## config.mk

```make
export PLATFORM = sky130hd
export DESIGN_NAME = mem_stage_ctrl_flat
export DESIGN_NICKNAME = d
export VERILOG_FILES = /design/src/rtl/mem_stage_ctrl_if.sv /design/src/rtl/mem_stage_ctrl.sv /design/src/flat_wrapper.sv
export SDC_FILE = /design/constraint.sdc
export NUM_CORES = 1
export LEC_CHECK = 0
export BUFFER_PORTS_ARGS = -buffer_cell sky130_fd_sc_hd__buf_2
export CAP_MARGIN = 15
export CELL_PAD_IN_SITES_DETAIL_PLACEMENT = 0
export CELL_PAD_IN_SITES_GLOBAL_PLACEMENT = 1
export CORE_MARGIN = 4
export CORE_UTILIZATION = 38
export CTS_BUF_LIST = sky130_fd_sc_hd__clkbuf_2 sky130_fd_sc_hd__clkbuf_4 sky130_fd_sc_hd__clkbuf_8
export DETAILED_ROUTE_END_ITERATION = 6
export GPL_TIMING_DRIVEN = 1
export PLACE_DENSITY_LB_ADDON = 0.1
export SETUP_SLACK_MARGIN = 0.4
export SYNTH_ARGS = -nofsm -noshare
export SYNTH_HDL_FRONTEND = slang
export SYNTH_SLANG_ARGS = --single-unit
```

## constraint.sdc

```tcl
create_clock -name clk -period 1.81 [get_ports clk]
set_input_delay 0.2715 -clock clk [delete_from_list [all_inputs] [get_ports clk]]
set_output_delay 0.2715 -clock clk [all_outputs]
set_load 0.01 [all_outputs]
```

## src/rtl/mem_stage_ctrl_if.sv

```systemverilog
// Data-memory handshake bundle between the MEM-stage controller and the data memory.
//   dmem_req   : access request (controller -> memory)
//   dmem_we    : write enable qualifying dmem_req (controller -> memory)
//   dmem_ready : memory completes the current access this cycle (memory -> controller)
//   dmem_rdata : read data, valid when dmem_ready=1 (memory -> controller)
// master = controller side, slave = memory side.
interface mem_stage_ctrl_if #(
  parameter int unsigned DATA_W = 32
) ();
  logic              dmem_req;
  logic              dmem_we;
  logic              dmem_ready;
  logic [DATA_W-1:0] dmem_rdata;

  modport master (
    output dmem_req,
    output dmem_we,
    input  dmem_ready,
    input  dmem_rdata
  );

  modport slave (
    input  dmem_req,
    input  dmem_we,
    output dmem_ready,
    output dmem_rdata
  );
endinterface

```

## src/rtl/mem_stage_ctrl.sv

```systemverilog
// MEM-stage data-memory access sequencer for the 5-stage MIPS pipeline.
// Issues a req/ready handshake for each load/store, stalls the upstream pipeline registers while
// the access is outstanding, bubbles MEM/WB during the stall and presents the captured read data
// in a one-cycle release slot. A memory that stays silent for TIMEOUT busy cycles parks the block
// in a sticky error state until reset.
// Ports:
//   clk, rst_n      : clock, asynchronous active-low reset
//   mem_read_M      : load in MEM stage
//   mem_write_M     : store in MEM stage (wins when both are set)
//   dmem            : data-memory handshake (master side)
//   stall           : hold PC, IF/ID, ID/EX, EX/MEM
//   mem_wb_bubble   : force MEM/WB control bits to zero
//   ReadData_M      : buffered read data to MEM/WB
//   timeout_err     : sticky memory-timeout flag
module mem_stage_ctrl #(
  parameter int unsigned DATA_W  = 32,
  parameter int unsigned TIMEOUT = 16,
  parameter int unsigned CNT_W   = 8
) (
  input  logic               clk,
  input  logic               rst_n,
  input  logic               mem_read_M,
  input  logic               mem_write_M,
  mem_stage_ctrl_if.master   dmem,
  output logic               stall,
  output logic               mem_wb_bubble,
  output logic [DATA_W-1:0]  ReadData_M,
  output logic               timeout_err
);

  localparam logic [CNT_W-1:0] CntLast = CNT_W'(TIMEOUT - 1);

  typedef enum logic [1:0] {StIdle, StBusy, StRelease, StError} state_e;

  state_e            state_q, state_d;
  logic [CNT_W-1:0]  cnt_q, cnt_d;
  logic [DATA_W-1:0] rdata_q, rdata_d;
  logic              we_q, we_d;
  logic              err_q, err_d;

  logic acc;
  assign acc = mem_read_M | mem_write_M;

  always_ff @(posedge clk or negedge rst_n) begin
    if (!rst_n) begin
      state_q <= StIdle;
      cnt_q   <= '0;
      rdata_q <= '0;
      we_q    <= 1'b0;
      err_q   <= 1'b0;
    end else begin
      state_q <= state_d;
      cnt_q   <= cnt_d;
      rdata_q <= rdata_d;
      we_q    <= we_d;
      err_q   <= err_d;
    end
  end

  // Next-state logic
  always_comb begin
    state_d = state_q;
    cnt_d   = cnt_q;
    rdata_d = rdata_q;
    we_d    = we_q;
    err_d   = err_q;
    case (state_q)
      StIdle: begin
        if (acc) begin
          state_d = StBusy;
          we_d    = mem_write_M;
          cnt_d   = '0;
        end
      end
      StBusy: begin
        if (dmem.dmem_ready) begin
          // Completion beats timeout when both land on the same cycle.
          state_d = StRelease;
          if (!we_q) rdata_d = dmem.dmem_rdata;
        end else begin
          cnt_d = cnt_q + CNT_W'(1);
          if (cnt_q == CntLast) begin
            state_d = StError;
            err_d   = 1'b1;
          end
        end
      end
      StRelease: state_d = StIdle;
      StError:   state_d = StError;
      default:   state_d = StIdle;
    endcase
  end

  // Output decode. Gated by rst_n so a request held in EX/MEM cannot re-raise dmem_req
  // while reset is still asserted.
  always_comb begin
    dmem.dmem_req = 1'b0;
    dmem.dmem_we  = 1'b0;
    stall         = 1'b0;
    mem_wb_bubble = 1'b0;
    if (rst_n) begin
      case (state_q)
        StIdle: begin
          if (acc) begin
            dmem.dmem_req = 1'b1;
            dmem.dmem_we  = mem_write_M;
            stall         = 1'b1;
            mem_wb_bubble = 1'b1;
          end
        end
        StBusy: begin
          dmem.dmem_req = 1'b1;
          dmem.dmem_we  = we_q;
          stall         = 1'b1;
          mem_wb_bubble = 1'b1;
        end
        StError: begin
          stall         = 1'b1;
          mem_wb_bubble = 1'b1;
        end
        default: ;
      endcase
    end
  end

  assign ReadData_M  = rdata_q;
  assign timeout_err = err_q;

endmodule

```

## src/flat_wrapper.sv

```systemverilog
// flat-port wrapper written by rule: the top's interface ports become plain ports
module mem_stage_ctrl_flat 
#(
  parameter int unsigned DATA_W  = 32,
  parameter int unsigned TIMEOUT = 16,
  parameter int unsigned CNT_W   = 8
)
  (clk, rst_n, mem_read_M, mem_write_M, stall, mem_wb_bubble, ReadData_M, timeout_err, dmem_dmem_req, dmem_dmem_we, dmem_dmem_ready, dmem_dmem_rdata);
  mem_stage_ctrl_if #(.DATA_W(DATA_W)) dmem_i ();
  input  logic clk;
  input  logic rst_n;
  input  logic mem_read_M;
  input  logic mem_write_M;
  output logic stall;
  output logic mem_wb_bubble;
  output logic [DATA_W-1:0] ReadData_M;
  output logic timeout_err;
  output wire logic [$bits(dmem_i.dmem_req)-1:0] dmem_dmem_req;
  output wire logic [$bits(dmem_i.dmem_we)-1:0] dmem_dmem_we;
  input wire logic [$bits(dmem_i.dmem_ready)-1:0] dmem_dmem_ready;
  input wire logic [$bits(dmem_i.dmem_rdata)-1:0] dmem_dmem_rdata;
  assign dmem_dmem_req = dmem_i.dmem_req;
  assign dmem_dmem_we = dmem_i.dmem_we;
  assign dmem_i.dmem_ready = dmem_dmem_ready;
  assign dmem_i.dmem_rdata = dmem_dmem_rdata;
  mem_stage_ctrl #(.DATA_W(DATA_W), .TIMEOUT(TIMEOUT), .CNT_W(CNT_W)) u_core (.clk(clk), .rst_n(rst_n), .mem_read_M(mem_read_M), .mem_write_M(mem_write_M), .dmem(dmem_i), .stall(stall), .mem_wb_bubble(mem_wb_bubble), .ReadData_M(ReadData_M), .timeout_err(timeout_err));
endmodule
```

==> results.cfg <==
[clock_network]
ctsRootBufferMaster = clkbuf_8
cts_sinks = 44
clockBufferDepth = 2
h-tree-depth = 2
clk_pin_slew_ns = 0.08
numCtsBuffers = 5
cts_hold_buffers = 0
cts_tree = yes
clkLatencyLatePin_ns = 0.30

[critical_path]
slowest_delay_ns = 0.46
worstPathRequired_ns = 1.99
arrival_ns = 1.77
path_cells = nor4b_4 > buf_4 > buf_12 > buf_16 > mux2_4
critPathLaunchType = flip-flop
end_kind = flip-flop
critPathBufInv = 3
cp_top_family = flip-flops
r2r_cells = 5
worst-setup-path-type = reg2reg
cp_num_cells = 5
crit_fanout = 7
slowest_stage = dfrtp_2

[grt]
grtUsageTotal_pct = 15.4
grt_max_degree = 45
grt_pass1_vias = 1521
grt_pass1_wl_mm = 7.26
antenna_found_initial = 0
grt_overflow = 0

[logic_synthesis]
syn_inst = 139
synth_most_common_cell = dfrtp_1
syn-num-nets = 177
synth_seq_cells = 44
synth_area_leader_cell = dfrtp_1
synth-seq-area-share_pct = 59.2
syn_area_mm2 = 0.00186
netlist_top_cells_area = dfrtp_1, mux2_2, o21ai_0
yosysWarnings = 0
ys.flop_type = dfrtp_1
async_flop_share_pct = 100
synthTopCellsByCount = dfrtp_1, mux2_2, o21ai_0
synth_top_area_share_pct = 59.2
yosysUniqueCellTypes = 30
synth_area_per_cell_um2 = 13.4
synth_edf_count = 0

[timing]
max_freq_ghz = 0.631
clock-skew-final_ns = 0.00579
layout_min_cycle_time_ns = 1.59
worst_pin_slew_ns = 0.558
hold_viol_final = 0
final-setup-viol-count = 0
slew_headroom_pct = 62.8
post-route-period-util_pct = 87.6
drv_slew = 0
rsz0062_at_grt = yes
tns_ns = 0

[final_layout]
area_growth_pct = 46.6
nets = 269
drive_gt1_share_pct = 61.6
diodes = 0
fill_cells = 407

[floorplanning]
design.core.area_mm2 = 0.00472
start_util_pct = 39.4
die-area_mm2 = 0.00608
die_h_um = 78.0
rows = 25
io_pins = 74
die_w_um = 78.0

[drt]
drtIter0Drc = 40
routed_wl_mm = 4.66
wl_met1_mm = 1.95
first_pass_iters = 4
ant_nets = 0
routedWlPerCell_um = 15.6
vias_per_cell = 4.87
met3WireLength_um = 317
vias = 1456
maxUsedRoutingLayer = met4
dr_wl_met2_mm = 2.30
drc = 0

[outcome]
status = finished clean

[power_and_ir_drop]
switching_share_pct = 23.3
switchingPower_uw = 433
p_per_area_mw_per_mm2 = 680
p_seq_share_pct = 55.9
clkPwrFrac_pct = 34.3
ir_drop_mv = 0.501
internal_power_uw = 1420
p_total_uw = 1860
leakagePower_uw = 0.00139
pwr-share-comb_pct = 9.8

[hold_path]
hp-class = in2async

[placed_design]
portBuffers = 73
routabilityCongestion = 0.809
hpwl_mm = 2.94

[run]
drv_cap = 0
## layer usage
layer	global-route usage (%)	vias to the layer above
li1	-	681
met1	18.7	718
met2	24.4	46
met3	5.68	11
met4	6.47	0
met5	0	-
## power groups by stage
stage,sequential [uW],combinational (uW),clock [uW]
after detailed placement,1050,164,0
after floorplan,1070,37.4,0
after global placement,1050,159,0
after global routing,1040,199,697
after CTS,1040,176,657
final,1040,182,637
## cells by family after synthesis
| kind of cell | after synthesis | synth area share (%) |
|---|---|---|
| AOI/OAI and AO/OA | 21 | 6.66 |
| adders and majority gates | 1 | 0.672 |
| buffers and inverters | 9 | 3.70 |
| DFF | 44 | 59.2 |
| muxes | 35 | 21.0 |
| and+or+nand+nor | 29 | 8.81 |
## metrics by stage
stage                     area [um^2]  utilization, %  instances  setup slack (ns)  hold WS (ns)
after global placement           2310            49.0        276             0.241         0.420
after global routing             2730            57.7        299             0.170         0.144
after CTS                        2600            55.1        294             0.247         0.102
after detailed placement         2310            49.0        276             0.185         0.432
after floorplan                  1890               -        139             0.264       -0.0241
final                            2730            57.7        299             0.224        0.0849
## flip-flops by register name (all words and copies together) (netlist names)
register            count
u_core.ReadData_M      32
u_core.cnt_q            8
u_core.state_q          2
u_core.timeout_err      1
u_core.we_q             1
## repair_timing
| action | in CTS | in global routing |
|---|---|---|
| resized for setup | 21 | 21 |
| endpoints found under the setup margin | 42 | 42 |
| hold endpoints to repair | 0 | 0 |
| setup buffers | 8 | 3 |
| gates cloned | 2 | 2 |
| pin swaps | 4 | 4 |
## path summary, 6_finish.rpt
| kind | slack (ns) | end | startpoint |
|---|---|---|---|
| max | 0.22 | u_core.ReadData_M[16] | u_core.state_q[1] |
| min | 0.08 | u_core.cnt_q[0] | rst_n |
| max reg2reg | 0.22 | u_core.ReadData_M[16] | u_core.state_q[1] |
| min reg2reg | 0.46 | u_core.timeout_err | u_core.timeout_err |
| max in group asynchronous | 1.31 | u_core.state_q[0] | rst_n |
| min in group clk | 0.19 | u_core.ReadData_M[9] | dmem_dmem_rdata[9] |
## placed cells by master, fill, tap and decap left out, types with 2 or more instances in the layout
cell      instances
or3_1             2
mux2_1            2
nand2_1           4
buf_4            10
mux2_4           27
dfrtp_2           3
buf_6             2
mux2i_1           3
nand3_1           3
mux2_2            3
buf_16            2
o21ai_0           7
clkbuf_8          5
a21oi_2           2
a21oi_1           3
nor3_4            3
inv_1             2
nor2_1            7
buf_12            2
o21ai_1           2
clkbuf_4          2
buf_2            73
dfrtp_1          41
## cell type report
cell class	count	area (um^2)	share of cell area, %
Clock buffer	7	83.8	3.07
Clock inverter	1	8.76	0.321
Inverter	3	11.3	0.413
Multi-Input combinational cell	87	852	31.2
Sequential cell	44	1100	40.5
Tap cell	67	83.8	3.07
Timing Repair Buffer	90	583	21.4
(Power assumes the default switching activity.)
